==> config.mk <==
export PLATFORM = sky130hd
export DESIGN_NAME = dm_dump_streamer
export DESIGN_NICKNAME = d
export VERILOG_FILES = /design/src/rtl/mips_dump_pkg.sv /design/src/rtl/dump_byte_ser.sv /design/src/rtl/dm_dump_streamer.sv
export SDC_FILE = /design/constraint.sdc
export NUM_CORES = 1
export LEC_CHECK = 0
export BUFFER_PORTS_ARGS = -buffer_cell sky130_fd_sc_hd__buf_2
export CAP_MARGIN = 0
export CORE_ASPECT_RATIO = 0.9
export CORE_MARGIN = 1.5
export CORE_UTILIZATION = 49
export CTS_CLUSTER_DIAMETER = 80
export DETAILED_ROUTE_END_ITERATION = 8
export GPL_TIMING_DRIVEN = 0
export PLACE_DENSITY = 0.83
export RECOVER_POWER = 25
export SYNTH_ARGS = -nofsm -noshare
export SYNTH_HDL_FRONTEND = slang
export SYNTH_SLANG_ARGS = --single-unit
==> constraint.sdc <==
create_clock -name clk -period 1.9 [get_ports clk]
set_clock_uncertainty 0.05 [all_clocks]
set_input_delay 0.19 -clock clk [delete_from_list [all_inputs] [get_ports clk]]
set_output_delay 0.19 -clock clk [all_outputs]
set_load 0.03 [all_outputs]
==> src/rtl/mips_dump_pkg.sv <==
// Shared types and constants for the data-memory dump streamer.
package mips_dump_pkg;

    localparam int unsigned DM_WORD_W      = 32;
    localparam int unsigned BYTES_PER_WORD = 4;
    localparam int unsigned BYTE_W         = 8;
    localparam int unsigned BIDX_W         = 2;

    typedef enum logic [2:0] {
        IDLE    = 3'd0,
        RD_REQ  = 3'd1,
        RD_WAIT = 3'd2,
        SEND    = 3'd3,
        FIN     = 3'd4
    } dump_state_e;

endpackage

==> src/rtl/dump_byte_ser.sv <==
// Loads one 32-bit word and presents it MSB-first, one byte per valid/ready handshake.
module dump_byte_ser
    import mips_dump_pkg::*;
(
    input  logic                 clk,
    input  logic                 rst,
    input  logic                 load,
    input  logic                 clear,
    input  logic [DM_WORD_W-1:0] load_data,
    input  logic                 ready,
    output logic [BYTE_W-1:0]    data,
    output logic                 valid,
    output logic                 last_c
);

    logic [DM_WORD_W-1:0] word_q, word_d;
    logic [BIDX_W-1:0]    idx_q, idx_d;
    logic                 valid_q, valid_d;

    // Shift left on each accepted byte so the current byte always sits in the top lane.
    always_comb begin
        word_d  = word_q;
        idx_d   = idx_q;
        valid_d = valid_q;
        if (clear) begin
            valid_d = 1'b0;
        end else if (load) begin
            word_d  = load_data;
            idx_d   = BIDX_W'(BYTES_PER_WORD - 1);
            valid_d = 1'b1;
        end else if (valid_q && ready) begin
            word_d = {word_q[DM_WORD_W-BYTE_W-1:0], BYTE_W'(0)};
            if (idx_q == '0) begin
                valid_d = 1'b0;
            end else begin
                idx_d = idx_q - BIDX_W'(1);
            end
        end
    end

    always_ff @(posedge clk or negedge rst) begin
        if (!rst) begin
            word_q  <= '0;
            idx_q   <= '0;
            valid_q <= 1'b0;
        end else begin
            word_q  <= word_d;
            idx_q   <= idx_d;
            valid_q <= valid_d;
        end
    end

    assign data   = word_q[DM_WORD_W-1 -: BYTE_W];
    assign valid  = valid_q;
    assign last_c = (idx_q == '0);

endmodule

==> src/rtl/dm_dump_streamer.sv <==
// Reads a block of DM words over the synchronous read port and streams them as bytes.
module dm_dump_streamer
    import mips_dump_pkg::*;
#(
    parameter int unsigned ADDR_W = 10,
    parameter int unsigned CNT_W  = 11
) (
    input  logic                 clk,
    input  logic                 rst,
    input  logic                 start,
    input  logic [ADDR_W-1:0]    base_addr,
    input  logic [CNT_W-1:0]     word_cnt,
    input  logic                 abort,
    output logic                 dm_rd_en,
    output logic [ADDR_W-1:0]    dm_addr,
    input  logic [DM_WORD_W-1:0] dm_rdata,
    output logic [BYTE_W-1:0]    out_data,
    output logic                 out_valid,
    input  logic                 out_ready,
    output logic                 busy,
    output logic                 done
);

    dump_state_e       state_q, state_d;
    logic [ADDR_W-1:0] addr_q, addr_d;
    logic [CNT_W-1:0]  rem_q, rem_d;
    logic              dm_rd_en_q, dm_rd_en_d;
    logic [ADDR_W-1:0] dm_addr_q, dm_addr_d;
    logic              busy_q, busy_d;
    logic              done_q, done_d;

    logic              ser_load_c;
    logic              ser_clear_c;
    logic              ser_last_c;
    logic              ser_valid;
    logic [BYTE_W-1:0] ser_data;
    logic              hs_c;

    assign hs_c = ser_valid && out_ready;

    // Next state; abort outranks everything once a dump is underway.
    always_comb begin
        state_d     = state_q;
        addr_d      = addr_q;
        rem_d       = rem_q;
        ser_load_c  = 1'b0;
        ser_clear_c = 1'b0;
        if (abort && (state_q != IDLE) && (state_q != FIN)) begin
            state_d     = FIN;
            ser_clear_c = 1'b1;
        end else begin
            case (state_q)
                IDLE: begin
                    if (start) begin
                        addr_d  = base_addr;
                        rem_d   = word_cnt;
                        state_d = (word_cnt == '0) ? FIN : RD_REQ;
                    end
                end
                RD_REQ:  state_d = RD_WAIT;
                RD_WAIT: begin
                    ser_load_c = 1'b1;
                    state_d    = SEND;
                end
                SEND: begin
                    if (hs_c && ser_last_c) begin
                        rem_d   = rem_q - CNT_W'(1);
                        addr_d  = addr_q + ADDR_W'(1);
                        state_d = (rem_q == CNT_W'(1)) ? FIN : RD_REQ;
                    end
                end
                FIN:     state_d = IDLE;
                default: state_d = IDLE;
            endcase
        end

        // Outputs are decoded from the next state so they register in step with it.
        dm_rd_en_d = (state_d == RD_REQ);
        dm_addr_d  = dm_rd_en_d ? addr_d : dm_addr_q;
        busy_d     = (state_d != IDLE);
        done_d     = (state_d == FIN);
    end

    always_ff @(posedge clk or negedge rst) begin
        if (!rst) begin
            state_q    <= IDLE;
            addr_q     <= '0;
            rem_q      <= '0;
            dm_rd_en_q <= 1'b0;
            dm_addr_q  <= '0;
            busy_q     <= 1'b0;
            done_q     <= 1'b0;
        end else begin
            state_q    <= state_d;
            addr_q     <= addr_d;
            rem_q      <= rem_d;
            dm_rd_en_q <= dm_rd_en_d;
            dm_addr_q  <= dm_addr_d;
            busy_q     <= busy_d;
            done_q     <= done_d;
        end
    end

    dump_byte_ser u_ser (
        .clk       (clk),
        .rst       (rst),
        .load      (ser_load_c),
        .clear     (ser_clear_c),
        .load_data (dm_rdata),
        .ready     (out_ready),
        .data      (ser_data),
        .valid     (ser_valid),
        .last_c    (ser_last_c)
    );

    assign dm_rd_en  = dm_rd_en_q;
    assign dm_addr   = dm_addr_q;
    assign out_data  = ser_data;
    assign out_valid = ser_valid;
    assign busy      = busy_q;
    assign done      = done_q;

endmodule
==> key figures, run 1 <==
Status
  • Outcome: finished, violations left
  • Failing checks: setup timing

Detailed routing
  • First-iteration detailed-routing DRC count: 268
  • Via count: 3476
  • Total wire length: 10.42 mm
  • Final ANT Viol Nets: 0
  • DR WL/cell: 17.33 um
  • Residual DRC: 0
  • Vias/cell: 5.784
  • Drt pass-1 iters: 6

Power and ir drop
  • Sw Pwr: 3173 uW
  • Int Pwr: 4534 uW
  • Tot Pwr: 7707 uW
  • Logic gate share of total power: 47.6%
  • Switching part of the total: 41.17%
  • Leak: 0.002216 uW
  • Clock power frac: 16.4%
  • Power per cell area: 1567 nW/um2
  • Sequential power share: 36.0%
  • Maximum VDD drop: 0.9304 mV

Synth
  • Flop and latch count out of synthesis: 72
  • Yosys cell types: 57
  • Synthesized area per cell: 9.834 um2
  • Number of synthesized flops with an enable pin: 0
  • Post-synthesis sequential area ratio: 47.71%
  • Synth Area in XOR/XNOR: 0%
  • Post-synthesis adder-cell area fraction: 1.325%
  • Multiplexer share of the synthesized area: 10.77%
  • Synth Area in Simple Gates: 17.79%
  • Warnings, synthesis: 0
  • Cells after synthesis: 384
  • Syn Std Cell Area: 3776 um2
  • Largest family of logic cells by synthesized area: simple AND/OR/NAND/NOR gates
  • Post-synth top flop: dfrtp_1
  • Synth Area in Compound Gates: 17.43%
  • FFs w/ async S/R, synth: 100.0%
  • Syn_nets: 446

Floorplan
  • Core area: 7507 um2
  • Die Wd: 95.54 um
  • # IOs: 80
  • Cell row count: 30
  • Starting density of the core: 50.30%
  • Die area: 8243 um2
  • Die Ht: 86.28 um

Hold path
  • HP Start: dm_rdata[28]
  • Min-delay worst type: input port to flop

Global routing
  • Total grt overflow: 0
  • Initial antenna violation count: 0
  • Total GRT Usage: 26.06%
  • Vias in the first global route: 3495
  • First-pass GRT wire length: 16.53 mm
  • Largest net degree at the start of global routing: 73

Critical path
  • Crit. End Element: flop
  • Slowest cell delay on critical path: 0.44 ns
  • Critical-path cell list: buf_8 > nor4b_4 > o41ai_4 > a211oi_4 > buf_6 > mux2_4
  • CP Data Required Time: 2.08 ns
  • Cell family with most CP delay: compound AO/OA/AOI/OAI gates
  • Worst Path Arrival: 2.33 ns
  • Crit Path Class: flop to flop
  • Worst reg2reg path startpoint: state_q[1]$_DFF_PN0_
  • Critical path's slowest cell: dfrtp_2
  • Crit start category: flop
  • CP bufs+invs: 2
  • Max FO, Critical Path: 7
  • Worst Setup SP: state_q[1]$_DFF_PN0_

Placement
  • # port buffers: 79
  • Post-DP HPWL: 6.465 mm
  • Placed Instances: 559
  • Final Wtd Congestion: 0.8592

STA
  • Period Utilization, post-route: 113.4%
  • Slew Limit Fails: 0
  • Setup violators final: 15
  • Fmax: 464.1 MHz
  • RSZ-0062 raised after global routing: true
  • Slew of the pin with the lowest slew margin: 0.9871 ns
  • Worst Setup Slack, final: -0.2546 ns
  • Relative slew margins: 34.20%
  • Number of hold violations in the final report: 0
  • Setup TNS: -2.745 ns
  • Period minus WS final: 2.155 ns

Clocking
  • Num CTS Buffers: 9
  • Clk buf depth: 2
  • CTS tree: yes
  • CTS Root Cell: clkbuf_8
  • Clock latency on the worst-skew pair: 0.34 ns
  • CTS Sinks: 72
  • Clk slew on worst S/H paths: 0.08 ns
  • H-tree levels: 3

Final layout
  • Fin cells: 601
  • Syn-to-layout area delta: 30.28%
  • Fillers: 609
  • Proportion of layout cells with a drive suffix above 1: 31.68%
  • ANT cells: 0
  • Final net count: 563

Job
  • Max cap viols: 0
tightest hold or removal path: cells and delay by family:
kind	cells	cell delay [ns]
buf+inv	1	0.08
compound gates	1	0.06
simple gates	1	0.04
layer usage:
metal / up-vias / track usage, % / share of wire (%) / routed length (um)
met5: - / 0 / 0 / 0
met4: 0 / 10.29 / 2.4 / 252
met3: 25 / 5.965 / 5.7 / 598
met2: 141 / 41.49 / 49 / 5139
met1: 1691 / 34.37 / 42 / 4425
li1: 1619 / - / - / -
timing repair:
item,4_1_cts,5_1_grt
gates cloned,1,0
setup buffers,11,10
endpoints found under the setup margin,58,46
pin swaps,3,5
hold buffers,9,0
resized for setup,29,32
endpoints found under the hold margin,80,0
area by class of cell:
class | instances | area (um2) | area share, %
clock buffer | 12 | 165.2 | 3.357
sequential | 72 | 1804 | 36.67
buffer | 26 | 180.2 | 3.662
clock inverter | 3 | 40.04 | 0.8138
timing repair buffer | 109 | 634.4 | 12.89
multi-input combinational | 278 | 1957 | 39.78
inverter | 5 | 18.77 | 0.3815
tap | 96 | 120.1 | 2.442
kinds of logic after synthesis:
| family | Yosys count |
|---|---|
| simple gates | 133 |
| compound gates | 105 |
| flops | 72 |
| mux | 36 |
| buf+inv | 34 |
| fa+ha+maj | 4 |
metrics by stage:
step                      hold slack, ns  cell area [um2]  setup WS, ns  util [%]
final                           0.008114             4920       -0.2546     65.53
after global routing             0.01350             4920       -0.2856     65.53
after CTS                      0.0007396             4797       -0.2468     63.90
after detailed placement          0.3384             4297       -0.3496     57.23
after global placement            0.3461             4294       -0.3575     57.20
after floorplan                  -0.1556             3779       -0.1910         -
power groups by stage:
stage	registers [uW]	clock network, uW	logic (uW)
finish	2770	1270	3670
CTS	2740	1280	3420
detailed placement	2760	0	3020
global placement	2720	0	2910
floorplan	2880	0	2050
global route	2860	1340	3960
cell usage in the layout, fill, tap and decap left out, types with 3 or more instances in the layout:
cell type	synthesis	routed
dfrtp_1	72	70
nand2_1	63	62
buf_2	5	59
o21ai_0	36	36
mux2i_1	26	26
clkbuf_1	13	25
buf_4	8	25
o21ai_1	19	17
nor2_1	17	16
a21oi_1	17	13
nand3_1	13	12
clkbuf_8	0	12
mux2_4	9	10
dlygate4sd3_1	0	9
nor3_1	9	7
clkbuf_2	0	7
buf_6	2	6
inv_1	5	5
or3_1	6	5
nor4_1	5	4
o211ai_1	4	4
nand3b_1	3	3
a21o_1	3	3
a21oi_2	0	3
ha_1	4	3
state kept, by name, indices dropped and copies added (netlist names):
register      count
addr_q           10
busy              1
dm_addr          10
dm_rd_en          1
done              1
rem_q            11
state_q           3
u_ser.idx_q       2
u_ser.valid       1
u_ser.word_q     32
synthesized netlist by cell type, types with 3 or more instances:
master,instances,share of area (%)
a21o_1,3,0.60
a21oi_1,17,2.3
buf_2,5,0.66
buf_4,8,1.6
clkbuf_1,13,1.3
dfrtp_1,72,48
ha_1,4,1.3
inv_1,5,0.50
mux2_4,9,3.6
mux2i_1,26,6.9
nand2_1,63,6.3
nand3_1,13,1.7
nand3b_1,3,0.60
nor2_1,17,1.7
nor3_1,9,1.2
nor4_1,5,0.83
o211ai_1,4,0.80
o21ai_0,36,4.8
o21ai_1,19,2.5
or3_1,6,0.99
worst paths after layout:
path,endpoint,slack (ns),depth (start not counted)
worst max-delay path,dm_addr[8]$_DFFE_PN0N_,-0.25,6
worst min-delay path,u_ser.word_q[28]$_DFFE_PN0P_,0.008,3
worst max register to register,dm_addr[8]$_DFFE_PN0N_,-0.25,6
worst min register to register,dm_addr[7]$_DFFE_PN0N_,0.47,1
max in group asynchronous,state_q[1]$_DFF_PN0_,0.59,2
min in group asynchronous,u_ser.word_q[27]$_DFFE_PN0P_,0.52,2
Power figures use the tool's default switching activity.
==> run 2, diff against run 1 <==
--- a/config.mk
+++ b/config.mk
@@ -5,15 +5,15 @@
 export SDC_FILE = /design/constraint.sdc
 export NUM_CORES = 1
 export LEC_CHECK = 0
-export BUFFER_PORTS_ARGS = -buffer_cell sky130_fd_sc_hd__buf_2
 export CAP_MARGIN = 0
 export CORE_ASPECT_RATIO = 0.9
 export CORE_MARGIN = 1.5
-export CORE_UTILIZATION = 49
+export CORE_UTILIZATION = 50
 export CTS_CLUSTER_DIAMETER = 80
 export DETAILED_ROUTE_END_ITERATION = 8
+export DONT_BUFFER_PORTS = 1
 export GPL_TIMING_DRIVEN = 0
-export PLACE_DENSITY = 0.83
+export PLACE_DENSITY = 0.75
 export RECOVER_POWER = 25
 export SYNTH_ARGS = -nofsm -noshare
 export SYNTH_HDL_FRONTEND = slang
==> key figures, run 2 (synthesis results as in run 1) <==
Placement
  • Pre-CTS setup slack: -0.3647 ns
  • Post-DP HPWL: 6.046 mm
  • Final Wtd Congestion: 0.8721
  • # port buffers: 0

Clocking
  • CTS tree: yes
  • Clock latency on the worst-skew pair: 0.36 ns
  • Clk buf depth: 2
  • Num CTS Buffers: 9
  • CTS Sinks: 72
  • H-tree levels: 3
  • CTS Root Cell: clkbuf_8
  • Clk slew on worst S/H paths: 0.08 ns

Power and ir drop
  • Maximum VDD drop: 1.047 mV
  • Sw Pwr: 3167 uW
  • Sequential power share: 40.3%
  • Clock power frac: 15.6%
  • Int Pwr: 4433 uW
  • Power per cell area: 1532 nW/um2
  • Leak: 0.002170 uW
  • Switching part of the total: 41.67%
  • Logic gate share of total power: 44.1%

Global routing
  • First-pass GRT wire length: 16.15 mm
  • Vias in the first global route: 3190
  • Total GRT Usage: 26.27%
  • Total grt overflow: 0
  • Largest net degree at the start of global routing: 73
  • Initial antenna violation count: 0

Final layout
  • ANT cells: 0
  • Number of flip-flops in the largest register: 32
  • Fillers: 527
  • Final net count: 529
  • Proportion of layout cells with a drive suffix above 1: 23.52%
  • Most frequent cells in the layout: dfrtp_1 (70), nand2_1 (61), dlygate4sd3_1 (46), o21ai_0 (36), buf_4 (29)
  • Syn-to-layout area delta: 31.41%
  • Top Registers: u_ser.word_q: 32 flops, rem_q: 11 flops
  • Most common cell after layout, fill and taps aside: dfrtp_1
  • Reg with most FFs: u_ser.word_q
  • Sequential Area: 1804 um2
  • Area of the multi-input gates: 1974 um2

Critical path
  • Crit. End Element: flop
  • CP bufs+invs: 2
  • Critical path's slowest cell: dfrtp_1
  • Worst Path Arrival: 2.43 ns
  • Crit start category: flop
  • CP most frequent cell: buf_6
  • CP Data Required Time: 2.09 ns
  • Crit Path Class: flop to flop
  • Critical-path cell list: buf_6 > nor4b_4 > o41ai_4 > a211oi_4 > buf_6 > mux2_4
  • Slowest cell delay on critical path: 0.41 ns
  • Cell family with most CP delay: compound AO/OA/AOI/OAI gates
  • Max FO, Critical Path: 10

Floorplan
  • Cell row count: 29
  • Die Wd: 94.61 um
  • # IOs: 80
  • Starting density of the core: 52.56%
  • Die Ht: 85.45 um
  • Die area: 8084 um2
  • Core area: 7184 um2

Detailed routing
  • Drt pass-1 iters: 5
  • First-iteration detailed-routing DRC count: 242
  • Residual DRC: 0
  • DR WL/cell: 18.62 um
  • Via count: 3411
  • Total wire length: 10.52 mm
  • Final ANT Viol Nets: 0
  • Vias/cell: 6.037

STA
  • Worst Setup Slack, final: -0.3429 ns
  • Setup TNS: -4.202 ns
  • RSZ-0062 raised after global routing: true
  • Setup violators final: 22
  • Period Utilization, post-route: 118.0%
  • Fmax: 445.8 MHz
  • Relative slew margins: 35.27%
  • Slew of the pin with the lowest slew margin: 0.9709 ns
  • Slew Limit Fails: 0
  • Hold_ws: 0.005634 ns
  • Period minus WS final: 2.243 ns
  • Number of hold violations in the final report: 0

Hold path
  • Min-delay worst type: input port to flop

Status
  • Outcome: finished, violations left
  • Failing checks: setup timing

Job
  • Max cap viols: 0
## run 2: cell types whose count changed in the layout (fill, tap and decap cells not counted), moves of 3 or more
cell	before	now
buf_2	59	2
dlygate4sd3_1	9	46
clkbuf_1	25	3
buf_4	25	29
buf_6	6	10
clkbuf_8	12	9
## run 2: repair_timing
| action | 4_1_cts | 5_1_grt |
|---|---|---|
| buffers inserted | 10 | 13 |
| hold buffers | 45 | 2 |
| resized for setup | 19 | 61 |
| gates cloned | 1 | 3 |
| pin swaps | 6 | 10 |
| endpoints found under the setup margin | 58 | 49 |
| hold endpoints to repair | 117 | 72 |
## run 2: cell type report
cell class | count | share of cell area [%]
flip-flops and latches | 72 | 36.36
clock buffers | 12 | 2.723
multi-input cells | 280 | 39.79
well taps | 93 | 2.345
repair buffers | 72 | 13.59
clock inverters | 4 | 0.9077
plain buffers | 27 | 3.908
inverters | 5 | 0.3782
## run 2: worst paths after layout
path,to,cells after the start,startpoint,slack (ns)
max,dm_addr[7]$_DFFE_PN0N_,6,state_q[1]$_DFF_PN0_,-0.34
min,rem_q[8]$_DFFE_PN0P_,2,word_cnt[8],0.006
max reg2reg,dm_addr[7]$_DFFE_PN0N_,6,state_q[1]$_DFF_PN0_,-0.34
min reg2reg,u_ser.word_q[7]$_DFFE_PN0P_,2,u_ser.word_q[7]$_DFFE_PN0P_,0.49
max in group asynchronous,u_ser.valid$_DFFE_PN0P_,2,rst,0.60
min in group asynchronous,u_ser.word_q[29]$_DFFE_PN0P_,2,rst,0.52
## run 2: power groups by stage
| stage | registers, uW | clock network, uW | logic (uW) |
|---|---|---|---|
| 3_3_place_gp | 3030 | 0 | 2350 |
| 5_1_grt | 3140 | 1270 | 3640 |
| 2_1_floorplan | 2880 | 0 | 2050 |
| 3_5_place_dp | 3050 | 0 | 2430 |
| 6_report | 3070 | 1190 | 3350 |
| 4_1_cts | 3030 | 1200 | 2800 |
## run 2: layer usage
layer | routed length (um) | global-route usage, %
met1 | 4570 | 36.92
met4 | 154 | 7.463
met5 | 0 | 0
met2 | 4944 | 39.29
met3 | 850 | 7.975
## run 2: metrics by stage
stage / cells / area, um2 / power (uW) / utilization, %
after global routing: 565 / 4962 / 8055 / 69.07
after global placement: 477 / 3895 / 5378 / 54.21
after floorplan: 384 / 3779 / 4935 / -
after CTS: 547 / 4666 / 7031 / 64.94
final: 565 / 4962 / 7600 / 69.07
after detailed placement: 477 / 3895 / 5484 / 54.21
==> run 3, diff against run 2 <==
--- a/config.mk
+++ b/config.mk
@@ -8,12 +8,12 @@
 export CAP_MARGIN = 0
 export CORE_ASPECT_RATIO = 0.9
 export CORE_MARGIN = 1.5
-export CORE_UTILIZATION = 50
+export CORE_UTILIZATION = 35
 export CTS_CLUSTER_DIAMETER = 80
 export DETAILED_ROUTE_END_ITERATION = 8
 export DONT_BUFFER_PORTS = 1
 export GPL_TIMING_DRIVEN = 0
-export PLACE_DENSITY = 0.75
+export PLACE_DENSITY = 0.58
 export RECOVER_POWER = 25
 export SYNTH_ARGS = -nofsm -noshare
 export SYNTH_HDL_FRONTEND = slang
==> constraint.sdc (replaced) <==
create_clock -name clk -period 2 [get_ports clk]
set_clock_uncertainty 0.05 [all_clocks]
set_input_delay 0.2 -clock clk [delete_from_list [all_inputs] [get_ports clk]]
set_output_delay 0.2 -clock clk [all_outputs]
set_load 0.03 [all_outputs]
==> key figures, run 3 (synthesis results as in run 1) <==
Floorplan
  • Die Wd: 112.5 um
  • Cell row count: 35
  • Starting density of the core: 36.38%
  • # IOs: 80
  • Die area: 11420 um2
  • Die Ht: 101.5 um
  • Core area: 10380 um2

STA
  • Number of hold violations in the final report: 0
  • RSZ-0062 raised after global routing: true
  • Period minus WS final: 2.201 ns
  • Hold_ws: 0.006613 ns
  • Relative slew margins: 32.25%
  • Worst Setup Slack, final: -0.2014 ns
  • Setup violators final: 10
  • Slew Limit Fails: 0
  • Period Utilization, post-route: 110.1%
  • Slew of the pin with the lowest slew margin: 1.016 ns
  • Fmax: 454.3 MHz
  • Setup TNS: -1.828 ns

Detailed routing
  • Vias/cell: 5.482
  • Via count: 3207
  • Residual DRC: 5
  • Drt pass-1 iters: 9
  • Total wire length: 10.12 mm
  • First-iteration detailed-routing DRC count: 225
  • Final ANT Viol Nets: 0
  • DR WL/cell: 17.31 um

Final layout
  • Reg with most FFs: u_ser.word_q
  • ANT cells: 0
  • Final net count: 513
  • Most frequent cells in the layout: dfrtp_1 (71), nand2_1 (61), dlygate4sd3_1 (42), o21ai_0 (36), mux2i_1 (26)
  • Top Registers: u_ser.word_q: 32 flops, rem_q: 11 flops
  • Syn-to-layout area delta: 30.35%
  • Fin cells: 585
  • Number of flip-flops in the largest register: 32
  • Most common cell after layout, fill and taps aside: dfrtp_1
  • Proportion of layout cells with a drive suffix above 1: 18.86%

Critical path
  • Max FO, Critical Path: 5
  • Worst Path Arrival: 2.36 ns
  • Crit Path Class: flop to flop
  • Reg2Reg Setup Slack: -0.20 ns
  • Crit start category: flop
  • Crit. End Element: flop
  • Critical-path cell list: or4_4 > nand4bb_4 > o211ai_4 > a211oi_4 > buf_6 > mux2_4
  • Slowest cell delay on critical path: 0.55 ns
  • Worst-case reg-to-reg path depth: 6
  • CP Data Required Time: 2.16 ns
  • R2r endpoint: dm_addr[2]$_DFFE_PN0N_
  • Worst reg2reg path startpoint: rem_q[6]$_DFFE_PN0P_
  • Critical path's slowest cell: or4_4

Global routing
  • Total grt overflow: 0
  • Initial antenna violation count: 0
  • Total GRT Usage: 18.36%
  • Largest net degree at the start of global routing: 73
  • Vias in the first global route: 3205
  • First-pass GRT wire length: 16.26 mm

Placement
  • Final Wtd Congestion: 0.8172
  • Pre-CTS setup slack: -0.2976 ns
  • Placed Instances: 513
  • Post-DP HPWL: 6.550 mm
  • # port buffers: 0

Clocking
  • Clk buf depth: 2
  • CTS Sinks: 72
  • Clock latency on the worst-skew pair: 0.34 ns
  • CTS tree: yes
  • Num CTS Buffers: 9
  • H-tree levels: 3
  • Clk slew on worst S/H paths: 0.06 ns
  • CTS Root Cell: clkbuf_16

Hold path
  • Hold depth: 2
  • HP Start: base_addr[5]
  • Hold endpoint: addr_q[5]$_DFF_PN0_
  • Min-delay worst type: input port to flop

Power and ir drop
  • Leak: 0.002095 uW
  • Maximum VDD drop: 0.9014 mV
  • Power per cell area: 1515 nW/um2
  • Tot Pwr: 7460 uW

Job
  • Max cap viols: 0

Status
  • Failing checks: DRC, setup timing
  • Outcome: finished, violations left
==> run 3: cell types whose count changed in the layout (fill, tap and decap cells not counted), moves of 3 or more <==
cell | before | now
a21oi_1 | 13 | 16
a21oi_2 | 4 | 1
buf_4 | 29 | 24
buf_6 | 10 | 3
clkbuf_1 | 3 | 8
clkbuf_16 | 0 | 9
clkbuf_2 | 9 | 4
clkbuf_8 | 9 | 0
clkinv_2 | 3 | 0
clkinv_4 | 0 | 3
dlygate4sd3_1 | 46 | 42
==> run 3: metrics by stage <==
step / instance area [um2] / util [%]
after floorplan: 3776 / -
after global placement: 3938 / 37.94
after detailed placement: 3938 / 37.94
after CTS: 4867 / 46.90
after global routing: 4922 / 47.43
final: 4922 / 47.43
==> run 3: power by group <==
part	switching (uW)	total [uW]	internal (uW)	leakage [uW]
Sequential	803	2890	2090	0.000905
Combinational	1460	2820	1350	0.00104
Clock	650	1750	1100	0.000153
Total	2920	7460	4540	0.00209
==> run 3: worst max-delay path, delay by kind of cell, from the launching register on <==
| family | cells | cell delay (ns) |
|---|---|---|
| and+or+nand+nor | 2 | 0.80 |
| AOI/OAI and AO/OA | 2 | 0.35 |
| muxes | 1 | 0.30 |
| DFF | 1 | 0.39 |
| buffers and inverters | 1 | 0.18 |
==> run 3: final cells by class <==
type	count	area (um2)
fillers	974	5456
multi-input cells	278	1898
flip-flops and latches	72	1803
repair buffers	57	536.8
clock buffers	10	229.0
plain buffers	28	181.4
well taps	129	161.4
clock inverters	6	93.84
inverters	5	18.77
==> run 3: worst max-delay path by stage <==
stage | startpoint | end | slack (ns) | cells past startpoint
2_1_floorplan | rem_q[6]$_DFFE_PN0P_ | dm_addr[0]$_DFFE_PN0N_ | -0.09 | 6
3_3_place_gp | state_q[0]$_DFF_PN0_ | dm_addr[7]$_DFFE_PN0N_ | -0.34 | 6
3_5_place_dp | state_q[0]$_DFF_PN0_ | u_ser.word_q[30]$_DFFE_PN0P_ | -0.30 | 4
4_1_cts | rem_q[6]$_DFFE_PN0P_ | dm_addr[2]$_DFFE_PN0N_ | -0.17 | 6
5_1_grt | u_ser.idx_q[0]$_DFFE_PN0P_ | dm_addr[2]$_DFFE_PN0N_ | -0.27 | 9
6_report | rem_q[6]$_DFFE_PN0P_ | dm_addr[2]$_DFFE_PN0N_ | -0.20 | 6
==> run 3: what timing repair did <==
action,in CTS,in global routing
hold buffers,43,0
pin swaps,1,3
setup buffers,10,3
cloned,1,0
endpoints found under the hold margin,113,0
setup endpoints to repair,57,51
resized for setup,19,19
==> run 3: layer usage <==
| layer | up-vias | share of wire [%] | GRT usage [%] |
|---|---|---|---|
| met4 | 0 | 1.8 | 7.303 |
| met2 | 101 | 44 | 27.23 |
| li1 | 1515 | - | - |
| met3 | 23 | 7.2 | 5.745 |
| met1 | 1568 | 47 | 25.21 |
| met5 | - | 0 | 0 |
